===== src/rtl/cfg_pkg.sv =====
// rtl/cfg_pkg.sv - shared constants for the pulse-config store, readback and host decoder
package cfg_pkg;

   localparam int N_CHAN    = 8;
   localparam int N_ALINE   = 16;
   localparam int ADDR_W    = 7;
   localparam int N_WORDS   = N_CHAN * N_ALINE;
   localparam int FRAME_LEN = 264;

   localparam logic [7:0]        HEADER    = 8'hA5;
   localparam logic [ADDR_W-1:0] LAST_ADDR = ADDR_W'(N_WORDS - 1);

   typedef logic [2:0] state_t;

   localparam state_t S_IDLE  = 3'd0;
   localparam state_t S_HDR   = 3'd1;
   localparam state_t S_SCAL  = 3'd2;
   localparam state_t S_FETCH = 3'd3;
   localparam state_t S_WHI   = 3'd4;
   localparam state_t S_WLO   = 3'd5;
   localparam state_t S_CSUM  = 3'd6;
   localparam state_t S_DONE  = 3'd7;

   // Frame byte index 1..6 maps to the scalar fields that follow the header.
   function automatic logic [7:0] scalar_byte(input logic [2:0]  idx,
                                              input logic [7:0]  chsel,
                                              input logic [4:0]  alsel,
                                              input logic [31:0] ps);
      logic [7:0] b;
      case (idx)
         3'd1:    b = chsel;
         3'd2:    b = {3'b000, alsel};
         3'd3:    b = ps[31:24];
         3'd4:    b = ps[23:16];
         3'd5:    b = ps[15:8];
         3'd6:    b = ps[7:0];
         default: b = 8'h00;
      endcase
      return b;
   endfunction

endpackage


===== src/rtl/byte_tx_slot.sv =====
// rtl/byte_tx_slot.sv - one-byte output register with valid/ready handshake
module byte_tx_slot (
   input  logic       clk_i,
   input  logic       rst_ni,
   input  logic       load_i,
   input  logic [7:0] data_i,
   input  logic       tx_ready_i,
   output logic [7:0] tx_data_o,
   output logic       tx_valid_o,
   output logic       accept_o
);

   logic [7:0] data_q;
   logic       valid_q;

   assign accept_o   = valid_q & tx_ready_i;
   assign tx_data_o  = data_q;
   assign tx_valid_o = valid_q;

   // A load always wins over the accept it usually coincides with.
   always_ff @(posedge clk_i or negedge rst_ni) begin
      if (!rst_ni) begin
         data_q  <= 8'h00;
         valid_q <= 1'b0;
      end else if (load_i) begin
         data_q  <= data_i;
         valid_q <= 1'b1;
      end else if (accept_o) begin
         valid_q <= 1'b0;
      end
   end

endmodule


===== src/rtl/config_readback_tx.sv =====
// rtl/config_readback_tx.sv - serialises the stored pulse configuration into one UART frame
module config_readback_tx
   import cfg_pkg::*;
(
   input  logic              clk_i,
   input  logic              rst_ni,
   input  logic              dump_req_i,
   input  logic              cfg_busy_i,
   input  logic [7:0]        channel_select_i,
   input  logic [4:0]        aline_select_i,
   input  logic [31:0]       pulse_shape_i,
   output logic [ADDR_W-1:0] cfg_addr_o,
   input  logic [15:0]       cfg_data_i,
   output logic [7:0]        tx_data_o,
   output logic              tx_valid_o,
   input  logic              tx_ready_i,
   output logic              busy_o,
   output logic              done_o
);

   state_t            state_q, state_d;
   logic [2:0]        cnt_q, cnt_d;
   logic [ADDR_W-1:0] addr_q, addr_d;
   logic [7:0]        lo_q, lo_d;
   logic [7:0]        csum_q, csum_d;
   logic              pending_q, pending_d;
   logic              busy_q, busy_d;
   logic              done_q, done_d;
   logic              ph_q, ph_d;
   logic [7:0]        chsel_q, chsel_d;
   logic [4:0]        alsel_q, alsel_d;
   logic [31:0]       ps_q, ps_d;

   logic              load;
   logic [7:0]        load_data;
   logic              accept;
   logic [7:0]        csum_add;

   byte_tx_slot u_slot (
      .clk_i      (clk_i),
      .rst_ni     (rst_ni),
      .load_i     (load),
      .data_i     (load_data),
      .tx_ready_i (tx_ready_i),
      .tx_data_o  (tx_data_o),
      .tx_valid_o (tx_valid_o),
      .accept_o   (accept)
   );

   assign csum_add   = csum_q + tx_data_o;
   assign cfg_addr_o = addr_q;
   assign busy_o     = busy_q;
   assign done_o     = done_q;

   // Each accept loads the next byte on the same edge, so only the fetch costs idle cycles.
   always_comb begin
      state_d   = state_q;
      cnt_d     = cnt_q;
      addr_d    = addr_q;
      lo_d      = lo_q;
      csum_d    = csum_q;
      pending_d = pending_q;
      busy_d    = busy_q;
      done_d    = 1'b0;
      ph_d      = ph_q;
      chsel_d   = chsel_q;
      alsel_d   = alsel_q;
      ps_d      = ps_q;
      load      = 1'b0;
      load_data = 8'h00;
      case (state_q)
         S_IDLE: begin
            if (dump_req_i) begin
               pending_d = 1'b1;
               busy_d    = 1'b1;
            end
            if (pending_q && !cfg_busy_i) begin
               pending_d = 1'b0;
               chsel_d   = channel_select_i;
               alsel_d   = aline_select_i;
               ps_d      = pulse_shape_i;
               csum_d    = 8'h00;
               cnt_d     = 3'd0;
               state_d   = S_HDR;
               load      = 1'b1;
               load_data = HEADER;
            end
         end
         S_HDR: begin
            if (accept) begin
               cnt_d     = 3'd1;
               state_d   = S_SCAL;
               load      = 1'b1;
               load_data = chsel_q;
            end
         end
         S_SCAL: begin
            if (accept) begin
               csum_d = csum_add;
               if (cnt_q == 3'd6) begin
                  ph_d    = 1'b0;
                  state_d = S_FETCH;
               end else begin
                  cnt_d     = cnt_q + 3'd1;
                  load      = 1'b1;
                  load_data = scalar_byte(cnt_q + 3'd1, chsel_q, alsel_q, ps_q);
               end
            end
         end
         S_FETCH: begin
            // Registered table read: address settles in phase 0, data arrives in phase 1.
            if (!ph_q) begin
               ph_d = 1'b1;
            end else begin
               ph_d      = 1'b0;
               lo_d      = cfg_data_i[7:0];
               state_d   = S_WHI;
               load      = 1'b1;
               load_data = cfg_data_i[15:8];
            end
         end
         S_WHI: begin
            if (accept) begin
               csum_d    = csum_add;
               state_d   = S_WLO;
               load      = 1'b1;
               load_data = lo_q;
            end
         end
         S_WLO: begin
            if (accept) begin
               csum_d = csum_add;
               addr_d = addr_q + 1'b1;
               if (addr_q == LAST_ADDR) begin
                  state_d   = S_CSUM;
                  load      = 1'b1;
                  load_data = csum_add;
               end else begin
                  state_d = S_FETCH;
               end
            end
         end
         S_CSUM: begin
            if (accept) begin
               done_d  = 1'b1;
               busy_d  = 1'b0;
               state_d = S_DONE;
            end
         end
         S_DONE: begin
            state_d = S_IDLE;
         end
         default: begin
            state_d = S_IDLE;
         end
      endcase
   end

   always_ff @(posedge clk_i or negedge rst_ni) begin
      if (!rst_ni) begin
         state_q   <= S_IDLE;
         cnt_q     <= 3'd0;
         addr_q    <= '0;
         lo_q      <= 8'h00;
         csum_q    <= 8'h00;
         pending_q <= 1'b0;
         busy_q    <= 1'b0;
         done_q    <= 1'b0;
         ph_q      <= 1'b0;
         chsel_q   <= 8'h00;
         alsel_q   <= 5'h00;
         ps_q      <= 32'h0;
      end else begin
         state_q   <= state_d;
         cnt_q     <= cnt_d;
         addr_q    <= addr_d;
         lo_q      <= lo_d;
         csum_q    <= csum_d;
         pending_q <= pending_d;
         busy_q    <= busy_d;
         done_q    <= done_d;
         ph_q      <= ph_d;
         chsel_q   <= chsel_d;
         alsel_q   <= alsel_d;
         ps_q      <= ps_d;
      end
   end

endmodule

===== config.mk =====
export PLATFORM = sky130hd
export DESIGN_NAME = config_readback_tx
export DESIGN_NICKNAME = d
export VERILOG_FILES = /design/src/rtl/cfg_pkg.sv /design/src/rtl/byte_tx_slot.sv /design/src/rtl/config_readback_tx.sv
export SDC_FILE = /design/constraint.sdc
export NUM_CORES = 1
export LEC_CHECK = 0
export ABC_AREA = 1
export CORE_MARGIN = 1.5
export CORE_UTILIZATION = 57
export CTS_CLUSTER_DIAMETER = 80
export CTS_CLUSTER_SIZE = 25
export DETAILED_ROUTE_END_ITERATION = 12
export PLACE_DENSITY = 0.85
export SYNTH_ARGS = -nofsm -noshare
export SYNTH_HDL_FRONTEND = slang
export SYNTH_HIERARCHICAL = 1
export SYNTH_SLANG_ARGS = --single-unit

===== constraint.sdc =====
create_clock -name clk_i -period 3.4 [get_ports clk_i]
set_input_delay 0.68 -clock clk_i [delete_from_list [all_inputs] [get_ports clk_i]]
set_output_delay 0.68 -clock clk_i [all_outputs]
set_load 0.01 [all_outputs]

; Yosys cells after proc, flatten, opt, wreduce, memory -nomap -nowiden
; Index checks and enable logic that the tools add are counted.
[classes]
add_sub_neg = 3
eq_ne = 26
n_mux = 46
n_bitwise = 1
reduce_logical = 20
[op_table]
columns = cell, n
row1 = one-hot mux 8 bit (6 select lines), 2
row2 = 2-to-1 mux 8 bit, 10
row3 = 2-to-1 mux 3 bit, 13
row4 = equality test 3 bit (second input constant), 8
row5 = one-hot mux 3 bit (8 select lines), 1
row6 = inequality test 2 bit (second input constant), 10
row7 = one-hot mux 8 bit (2 select lines), 1
row8 = 2-to-1 mux 1 bit, 15
row9 = equality test 3 x 2 -> 1 bit (second input constant), 4
row10 = nonzero test 2 bit, 5
row11 = one-hot mux 3 bit (3 select lines), 1
row12 = AND reduction 3 bit, 3
row13 = adder 8 bit, 1
row14 = AND reduction 2 bit, 4
row15 = AND reduction 8 bit, 1
row16 = adder 7 x 1 -> 7 bit (second input constant), 1
row17 = equality test 7 bit (second input constant), 1
row18 = equality test 3 x 1 -> 1 bit (second input constant), 2
row19 = one-hot mux 1 bit (5 select lines), 1
row20 = AND reduction 5 bit, 1
row21 = one-hot mux 1 bit (2 select lines), 2
row22 = adder 3 x 1 -> 3 bit (second input constant), 1
row23 = zero test 3 bit, 1
row24 = nonzero test 3 bit, 1
row25 = 6 further kinds, 6
[totals]
regBits = 87
input_bits = 66

; Logic depth before layout (Yosys ltp)
; Gate-level depths: netlist of the first run.
[depth]
word_depth = 6
depth_mapped = 13

; Cells and area by module
; Netlist of the first run, hierarchy kept.
[modules_own_cells]
columns = mod, instances, cells_per_inst, area_each_um2, seq_area_each_um2
row1 = config_readback_tx, 1, 616, 4481.8, 1951.9
row2 = byte_tx_slot, 1, 40, 349.1, 225.2

; Worst setup path before layout of the first run
; No wires, ideal clock.
[synth_timing]
path_type = input-to-reg
from = input port tx_ready_i
to = register u_slot.data_q[1] (netlist: u_slot/tx_data_o[1])
setup_ps = 65
arrival_time_ps = 1651
t_required_ps = 3335
setup_slack_ps = 1684
path_stages = 12
n_path_buf = 0
path_cell_list = nand2_1 inv_1 inv_2 nor2_4 nand2_2 nor2_4 nand2_1 nand3_1 inv_1 nand2_1 nand2_1 nand2_1
[synth_via]
elab_chain_len = 3
[synth_rtl]
columns = item, line
row1 = start: declaration, config_readback_tx.sv:16  ; input logic tx_ready_i,
row2 = bitwise AND 1 bit *, byte_tx_slot.sv:16  ; assign accept_o = valid_q & tx_ready_i;
row3 = net accept, config_readback_tx.sv:36  ; logic accept;
row4 = "2-to-1 mux 8 bit, on equally long branches", n/a
row5 = one-hot mux 8 bit (6 select lines) *, config_readback_tx.sv:71  ; case (state_q)
row6 = net load_data[1], config_readback_tx.sv:35  ; logic [7:0] load_data;
row7 = end signal: assignment, byte_tx_slot.sv:26  ; data_q <= data_i;
row8 = end: declaration, byte_tx_slot.sv:13  ; logic [7:0] data_q;
; Mark *: on every way through the listed nets, which the timed path passes. The rest lies on a longest branch.
; A chain may end at the register's enable or synchronous reset.

; Worst setup path in the final report of the first run
[layout_timing]
from = register cnt_q[0]
to = register u_slot.data_q[4] (netlist: u_slot/tx_data_o[4])
[layout_via]
elab_chain_len = 6
[layout_rtl]
columns = item, line
row1 = start: declaration, config_readback_tx.sv:22  ; logic [2:0] cnt_q, cnt_d;
row2 = start signal: assignment, config_readback_tx.sv:175  ; cnt_q <= cnt_d;
row3 = adder 3 x 1 -> 3 bit, config_readback_tx.sv:106  ; load_data = scalar_byte(cnt_q + 3'd1, chsel_q, alsel_q, ps_q);
row4 = equality test 3 bit (tied with other cells), cfg_pkg.sv:30  ; case (idx)
row5 = one-hot mux 8 bit (6 select lines), cfg_pkg.sv:30
row6 = 2-to-1 mux 8 bit *, config_readback_tx.sv:100  ; if (cnt_q == 3'd6) begin
row7 = 2-to-1 mux 8 bit *, config_readback_tx.sv:98  ; if (accept) begin
row8 = one-hot mux 8 bit (6 select lines) *, config_readback_tx.sv:71
row9 = net load_data[4], config_readback_tx.sv:35
; Marked as above.

==> results of run 1 <==
-- registers in the layout (all words and copies together), names as in the netlist, 3 cells and up --
signal / flops
cnt_q: 3
alsel_q: 5
state_q: 3
lo_q: 8
csum_q: 8
ps_q: 32
cfg_addr_o: 7
chsel_q: 8
u_slot/tx_data_o: 8
-- metrics by stage --
stage	std cells	total power, mW	hold WS [ps]	util [%]
final	839	4.35	478	71.7
after global routing	839	4.66	506	71.7
after CTS	839	4.33	492	71.7
after detailed placement	823	3.55	466	69.1
after global placement	823	3.47	465	69.1
after floorplan	656	3.01	384	-
-- cells in the mapped netlist (all sizes together) (2+ instances only) --
| cell type | count |
|---|---|
| nand2 | 335 |
| dfrtp | 87 |
| nand3 | 51 |
| inv | 46 |
| nor2 | 29 |
| nand4 | 26 |
| buf | 20 |
| ha | 13 |
| o21ai | 10 |
| a21oi | 9 |
| xor2 | 8 |
| nor3 | 7 |
| clkbuf | 5 |
| a22o | 3 |
| xnor2 | 2 |
-- kinds of logic after synthesis --
family / count (synthesis) / synth area share [%]
AOI/OAI and AO/OA: 23 / 2.90
xor gates and xnor gates: 10 / 1.81
adders and majority gates: 14 / 3.78
buffers and inverters: 71 / 6.48
DFF: 87 / 45.1
and+or+nand+nor: 451 / 40.0
-- how the worst max path moves through the flow --
stage               slack [ps]  cells after the start  startpoint                  end
floorplan                 1680                     12  tx_ready_i  u_slot/tx_data_o[1]
global placement          1010                     13  tx_ready_i  u_slot/tx_data_o[2]
detailed placement         950                     13  tx_ready_i  u_slot/tx_data_o[1]
CTS                       1120                     12    cnt_q[0]  u_slot/tx_data_o[4]
global route               880                     13    cnt_q[0]  u_slot/tx_data_o[4]
finish                    1080                     12    cnt_q[0]  u_slot/tx_data_o[4]
-- layout make-up --
type / instances / area, um^2
multi-input combinational: 498 / 2340
fill: 633 / 2320
sequential: 87 / 2180
timing repair buffer: 87 / 858
inverter: 46 / 173
clock buffer: 10 / 138
tap: 105 / 131
clock inverter: 6 / 75.1
-- power breakdown --
part           leakage (nW)  switching [mW]  internal [mW]
registers              1.11           0.361           1.44
logic                  1.95            1.11          0.662
clock network         0.105           0.403          0.371
-- critical path, stage by stage (launching register included) --
cell and delay, ps:
sky130_fd_sc_hd__dfrtp_1 450, sky130_fd_sc_hd__ha_1 240, sky130_fd_sc_hd__nand2_1 60, sky130_fd_sc_hd__buf_4 270
sky130_fd_sc_hd__nand2_1 450, sky130_fd_sc_hd__nand3_1 220, sky130_fd_sc_hd__nand2_1 60, sky130_fd_sc_hd__nor2_1 120
sky130_fd_sc_hd__nand2_1 60, sky130_fd_sc_hd__nand2_1 80, sky130_fd_sc_hd__nand2_1 60, sky130_fd_sc_hd__nand2_1 60
sky130_fd_sc_hd__nand2_1 70
-- per-layer routing --
layer / share of wire [%] / track usage, % / vias to the layer above / routed length [um]
met2: 49 / 48.0 / 196 / 5830
met4: 2.4 / 12.4 / 0 / 291
met3: 6.4 / 5.66 / 33 / 772
li1: - / - / 2212 / -
met5: 0 / 0 / - / 0
met1: 42 / 35.3 / 2090 / 5070
-- layout by cell type, fill, tap and decap left out, types with 4 or more instances in the layout --
master                              n
sky130_fd_sc_hd__a21oi_1            8
sky130_fd_sc_hd__inv_2              5
sky130_fd_sc_hd__o21ai_1            4
sky130_fd_sc_hd__xor2_1             8
sky130_fd_sc_hd__nor2_2             5
sky130_fd_sc_hd__o21ai_0            6
sky130_fd_sc_hd__nand3_1           48
sky130_fd_sc_hd__nand2_2            4
sky130_fd_sc_hd__buf_4              5
sky130_fd_sc_hd__nand2_1          331
sky130_fd_sc_hd__clkdlybuf4s50_1   82
sky130_fd_sc_hd__inv_1             41
sky130_fd_sc_hd__dfrtp_1           87
sky130_fd_sc_hd__clkbuf_8          10
sky130_fd_sc_hd__nand4_1           26
sky130_fd_sc_hd__ha_1              13
sky130_fd_sc_hd__nor2_1            22
==> impl_metrics.prom, run 1 <==
# TYPE chip_impl_metric gauge
chip_impl_metric{name="post_synth_arst_share",unit="%"} 100
chip_impl_info{name="synth.area.top_cells",value="sky130_fd_sc_hd__dfrtp_1, sky130_fd_sc_hd__nand2_1, sky130_fd_sc_hd__nand3_1, sky130_fd_sc_hd__ha_1, sky130_fd_sc_hd__nand4_1"} 1
chip_impl_info{name="rr_startpoint",value="cnt_q[0]"} 1
chip_impl_info{name="regToRegEndpoint",value="u_slot/tx_data_o[4]"} 1
chip_impl_metric{name="area_growth",unit="%"} 22.0
chip_impl_metric{name="ys_seq_elements",unit=""} 87
chip_impl_metric{name="yosysWarnings",unit=""} 6
chip_impl_metric{name="clk_latency",unit="ps"} 380
chip_impl_metric{name="io_pins",unit=""} 84
chip_impl_metric{name="die_area",unit="um^2"} 9040
chip_impl_metric{name="viasPerCell",unit=""} 5.40
chip_impl_metric{name="crit_path_max_fanout",unit=""} 25
chip_impl_metric{name="cp_data_required_time",unit="ps"} 3670
chip_impl_metric{name="fp.dieW",unit="um"} 95.1
chip_impl_metric{name="grt_pass1_vias",unit=""} 4438
chip_impl_metric{name="fin_skew",unit="ps"} 15.3
chip_impl_metric{name="final.setup.tns",unit="ps"} 0
chip_impl_info{name="status",value="complete, no violations"} 1
chip_impl_metric{name="design_area",unit="um^2"} 5890
chip_impl_metric{name="start_util",unit="%"} 58.8
chip_impl_metric{name="cts_post_setup_buffers_inserted",unit=""} 0
chip_impl_metric{name="top_area_cell_type_share_of_the_netlist_area",unit="%"} 45.1
chip_impl_info{name="ys.flop_type",value="sky130_fd_sc_hd__dfrtp_1"} 1
chip_impl_info{name="synth_top_area_cell",value="sky130_fd_sc_hd__dfrtp_1"} 1
chip_impl_info{name="worstSetupStartpointType",value="flip-flop"} 1
chip_impl_metric{name="drc",unit=""} 0
chip_impl_metric{name="synth.cell_area",unit="um^2"} 4830
chip_impl_metric{name="detail_routed_net_length_per_standard_cell",unit="um"} 14.3
chip_impl_info{name="endpoint_kind",value="flip-flop"} 1
chip_impl_metric{name="grt_antenna_before_repair",unit=""} 0
chip_impl_metric{name="drt_pass1_iterations",unit=""} 5
chip_impl_metric{name="maxSlewViolCount",unit=""} 0
chip_impl_metric{name="port_buffers",unit=""} 83
chip_impl_info{name="timing_worst_setup_path_type",value="reg -> reg"} 1
chip_impl_metric{name="post_detailed_placement_cell_area",unit="um^2"} 5680
chip_impl_metric{name="design.core.area",unit="um^2"} 8220
chip_impl_metric{name="synth_edf_count",unit=""} 0
chip_impl_metric{name="syn-instance-count",unit=""} 656
chip_impl_metric{name="period_utilization",unit="%"} 68.2
chip_impl_metric{name="grtUsageTotal",unit="%"} 28.4
chip_impl_metric{name="setup_viol_count_final",unit=""} 0
chip_impl_metric{name="die_y",unit="um"} 95.1
chip_impl_metric{name="vias",unit=""} 4531
chip_impl_metric{name="final_antenna_net_count",unit=""} 0
chip_impl_metric{name="net_total_in_the_final_layout",unit=""} 809
chip_impl_metric{name="hpwlAfterDp",unit="um"} 8660
chip_impl_metric{name="clock_net_sink_count",unit=""} 87
chip_impl_metric{name="power.density",unit="nW/um^2"} 738
chip_impl_metric{name="synth_cell_type_count",unit=""} 32
chip_impl_info{name="cts_tree",value="yes"} 1
chip_impl_metric{name="post_cts_hold_buffer_count",unit=""} 0
chip_impl_metric{name="worst_slew_margin_rel",unit="%"} 27.7
chip_impl_metric{name="timing.reg2reg.setup_slack",unit="ps"} 1080
chip_impl_metric{name="max_cap_viol_count",unit=""} 0
chip_impl_metric{name="detail_route.wirelength",unit="um"} 12000
chip_impl_metric{name="share_of_post_route_cells_with_drive_strength_above_1",unit="%"} 6.27
chip_impl_metric{name="hold_violations",unit=""} 0
chip_impl_metric{name="max_rail_drop_vdd",unit="mV"} 0.407
chip_impl_metric{name="static-leakage-power",unit="nW"} 3.17
chip_impl_metric{name="syn_nets",unit=""} 736
chip_impl_metric{name="critPathArrivalTime",unit="ps"} 2580
chip_impl_info{name="setup_repair_after_global_routing_missed_its_margin",value="false"} 1
chip_impl_metric{name="cts_resized",unit=""} 0
chip_impl_metric{name="std_cell_rows",unit=""} 33
chip_impl_info{name="worstHoldPathType",value="in -> async"} 1
chip_impl_metric{name="htree_levels",unit=""} 3
chip_impl_info{name="cts_root_buf",value="sky130_fd_sc_hd__clkbuf_8"} 1
chip_impl_metric{name="tightestPinTransition",unit="ps"} 1080
chip_impl_metric{name="detailedPlace.worstSlack",unit="ps"} 950
chip_impl_metric{name="first_pass_grt_wire_length",unit="um"} 19800
chip_impl_metric{name="clock_input_transition_at_the_sequential_cells_of_the_worst_setup_and_hold_paths",unit="ps"} 90
chip_impl_metric{name="synth_sequential_area_ratio",unit="%"} 45.1
chip_impl_metric{name="num_antenna_cells",unit=""} 0
chip_impl_metric{name="period_minus_slack",unit="ps"} 2320
chip_impl_metric{name="syn-mean-instance-area",unit="um^2"} 7.36
chip_impl_metric{name="drt_iter0_markers",unit=""} 322
chip_impl_metric{name="cts_max_path_bufs",unit=""} 2
chip_impl_metric{name="r2r_cells",unit=""} 12
chip_impl_metric{name="worst_slack",unit="ps"} 1080
chip_impl_metric{name="gp_congestion",unit=""} 0.974
chip_impl_metric{name="overflow",unit=""} 0
chip_impl_metric{name="grt_max_degree",unit=""} 88
chip_impl_metric{name="maxClockFrequency",unit="MHz"} 431
chip_impl_metric{name="number_of_buffers_created_by_cts",unit=""} 9
Note: power is estimated with default switching activity, not from simulation.
==> run 2, diff against run 1 <==
--- a/config.mk
+++ b/config.mk
@@ -7,11 +7,11 @@
 export LEC_CHECK = 0
 export ABC_AREA = 1
 export CORE_MARGIN = 1.5
-export CORE_UTILIZATION = 57
+export CORE_UTILIZATION = 48
 export CTS_CLUSTER_DIAMETER = 80
 export CTS_CLUSTER_SIZE = 25
 export DETAILED_ROUTE_END_ITERATION = 12
-export PLACE_DENSITY = 0.85
+export PLACE_DENSITY = 0.76
 export SYNTH_ARGS = -nofsm -noshare
 export SYNTH_HDL_FRONTEND = slang
 export SYNTH_HIERARCHICAL = 1
==> constraint.sdc (replaced) <==
create_clock -name clk_i -period 2 [get_ports clk_i]
set_input_delay 0.4 -clock clk_i [delete_from_list [all_inputs] [get_ports clk_i]]
set_output_delay 0.4 -clock clk_i [all_outputs]
set_load 0.01 [all_outputs]
==> impl_metrics.prom, run 2 (synthesis gave the netlist of run 1 again) <==
# TYPE chip_impl_metric gauge
chip_impl_info{name="status",value="complete, no violations"} 1
chip_impl_metric{name="std_cell_rows",unit=""} 36
chip_impl_metric{name="grt_pass1_vias",unit=""} 4265
chip_impl_metric{name="maxClockFrequency",unit="MHz"} 550
chip_impl_metric{name="die_y",unit="um"} 103
chip_impl_metric{name="grt_max_degree",unit=""} 88
chip_impl_metric{name="detail_route.wirelength",unit="um"} 11900
chip_impl_metric{name="crit_path_max_fanout",unit=""} 3
chip_impl_metric{name="final_antenna_net_count",unit=""} 0
chip_impl_metric{name="net_total_in_the_final_layout",unit=""} 822
chip_impl_metric{name="setup_viol_count_final",unit=""} 0
chip_impl_metric{name="start_util",unit="%"} 49.4
chip_impl_metric{name="drc",unit=""} 0
chip_impl_metric{name="hpwlAfterDp",unit="um"} 8670
chip_impl_metric{name="gp_congestion",unit=""} 0.929
chip_impl_metric{name="port_buffers",unit=""} 83
chip_impl_info{name="rr_startpoint",value="u_slot/tx_data_o[0]"} 1
chip_impl_info{name="cts_tree",value="yes"} 1
chip_impl_metric{name="critPathArrivalTime",unit="ps"} 2070
chip_impl_metric{name="io_pins",unit=""} 84
chip_impl_info{name="max_flop_register",value="ps_q"} 1
chip_impl_metric{name="critical_path.n_buffers_inverters",unit=""} 0
chip_impl_metric{name="design.core.area",unit="um^2"} 9770
chip_impl_info{name="regToRegEndpoint",value="u_slot/tx_data_o[4]"} 1
chip_impl_metric{name="period_minus_slack",unit="ps"} 1820
chip_impl_metric{name="grt_antenna_before_repair",unit=""} 0
chip_impl_info{name="timing.critical_path.mode_cell",value="sky130_fd_sc_hd__nand2_1"} 1
chip_impl_metric{name="maxSlewViolCount",unit=""} 0
chip_impl_metric{name="vias",unit=""} 4446
chip_impl_metric{name="number_of_buffers_created_by_cts",unit=""} 9
chip_impl_info{name="setup_repair_after_global_routing_missed_its_margin",value="false"} 1
chip_impl_metric{name="largest_register_ff_count",unit=""} 32
chip_impl_metric{name="timing.reg2reg.setup_slack",unit="ps"} 180
chip_impl_metric{name="worst_slew_margin_rel",unit="%"} 66.8
chip_impl_info{name="timing_worst_setup_path_type",value="reg -> reg"} 1
chip_impl_metric{name="hold_violations",unit=""} 0
chip_impl_info{name="endpoint_kind",value="flip-flop"} 1
chip_impl_metric{name="fp.dieW",unit="um"} 103
chip_impl_metric{name="static-leakage-power",unit="nW"} 3.22
chip_impl_metric{name="max_cap_viol_count",unit=""} 0
chip_impl_metric{name="share_of_post_route_cells_with_drive_strength_above_1",unit="%"} 8.03
chip_impl_info{name="worstHoldPathType",value="in -> async"} 1
chip_impl_metric{name="viasPerCell",unit=""} 5.05
chip_impl_metric{name="die_area",unit="um^2"} 10700
chip_impl_info{name="critical_path.cell_chain",value="ha_1, fa_1, nand2_1, nand2_1, xor2_1, a21oi_1, nand2_1, nand2_1, nand2_1"} 1
chip_impl_info{name="critical-path-top-delay-family",value="adder cells"} 1
chip_impl_metric{name="tightestPinTransition",unit="ps"} 498
chip_impl_metric{name="drt_iter0_markers",unit=""} 217
chip_impl_info{name="cts_root_buf",value="sky130_fd_sc_hd__clkbuf_8"} 1
chip_impl_metric{name="overflow",unit=""} 0
chip_impl_metric{name="fin_skew",unit="ps"} 10.4
chip_impl_metric{name="clock_net_sink_count",unit=""} 87
chip_impl_metric{name="final_util",unit="%"} 61.5
chip_impl_metric{name="cp_data_required_time",unit="ps"} 2250
chip_impl_metric{name="area_growth",unit="%"} 24.5
chip_impl_metric{name="clk_latency",unit="ps"} 360
chip_impl_metric{name="drt_pass1_iterations",unit=""} 5
chip_impl_metric{name="grtUsageTotal",unit="%"} 24.0
chip_impl_metric{name="num_antenna_cells",unit=""} 0
chip_impl_metric{name="clock_input_transition_at_the_sequential_cells_of_the_worst_setup_and_hold_paths",unit="ps"} 90
chip_impl_metric{name="final.setup.tns",unit="ps"} 0
chip_impl_metric{name="detail_routed_net_length_per_standard_cell",unit="um"} 13.5
chip_impl_info{name="timing.critical_path.slowest_stage_cell",value="sky130_fd_sc_hd__fa_1"} 1
chip_impl_info{name="worstSetupStartpointType",value="flip-flop"} 1
chip_impl_metric{name="period_utilization",unit="%"} 91.0
chip_impl_metric{name="first_pass_grt_wire_length",unit="um"} 19900
chip_impl_info{name="layout.cells.most_common",value="sky130_fd_sc_hd__nand2_1"} 1
chip_impl_metric{name="r2r_cells",unit=""} 9
chip_impl_metric{name="power.density",unit="nW/um^2"} 1210
chip_impl_metric{name="post_cts_hold_buffer_count",unit=""} 0
chip_impl_metric{name="htree_levels",unit=""} 3
chip_impl_info{name="layout_common_cells",value="sky130_fd_sc_hd__nand2_1, sky130_fd_sc_hd__dfrtp_1, sky130_fd_sc_hd__clkdlybuf4s50_1"} 1
chip_impl_metric{name="critPathMaxStageDelay",unit="ps"} 430
chip_impl_metric{name="max_rail_drop_vdd",unit="mV"} 0.465
chip_impl_metric{name="cts_max_path_bufs",unit=""} 2
==> run 2: cell types whose count changed in the layout (fill, tap and decap cells not counted), sizes merged <==
| cell | delta |
|---|---|
| bufinv | -1 |
| inv | -2 |
| clkbuf | -1 |
| buf | +13 |
| clkinv | +4 |
==> run 2: repair_timing <==
action,CTS,global route
buffers inserted,0,0
resized for setup,0,1
setup endpoints to repair,0,2
==> run 2: layout make-up <==
class,count,area (um^2)
sequential,87,2180
timing repair buffer,100,981
inverter,46,173
fill,902,3760
clock inverter,7,48.8
multi-input combinational,498,2340
tap,133,166
clock buffer,9,124
==> run 2: how the worst max path moves through the flow <==
stage                     slack (ps)                   to  cells after the start           startpoint
after detailed placement          50  u_slot/tx_data_o[2]                     13           tx_ready_i
after CTS                        170  u_slot/tx_data_o[4]                      9  u_slot/tx_data_o[0]
after floorplan                  310  u_slot/tx_data_o[4]                      9  u_slot/tx_data_o[0]
after global routing               8  u_slot/tx_data_o[1]                     10        cfg_addr_o[0]
final                            180  u_slot/tx_data_o[4]                      9  u_slot/tx_data_o[0]
after global placement            50  u_slot/tx_data_o[6]                     10           tx_ready_i
==> run 2: layer usage <==
metal / part of all wire [%] / global-route usage (%)
met1: 47 / 32.0
met2: 46 / 39.7
met3: 5.4 / 4.30
met4: 2.2 / 8.32
met5: 0 / 0
==> run 2: report_power, final <==
group          leakage, nW  switching [mW]  internal, mW
clock               0.0894           0.673         0.454
combinational         2.02            1.93          1.25
sequential            1.11           0.528          2.45
==> run 2: metrics by stage <==
stage          instance area [um^2]  hold slack (ps)  worst slack [ps]  total power, mW  std cells
4_1_cts                        6010             90.8               175             7.30        880
2_1_floorplan                  4830              104               307             5.12        656
6_report                       6010             62.8               181             7.29        880
3_3_place_gp                   5840              462              53.3             6.09        864
5_1_grt                        6010             96.2              7.51             7.92        880
3_5_place_dp                   5840              466              54.3             6.16        864
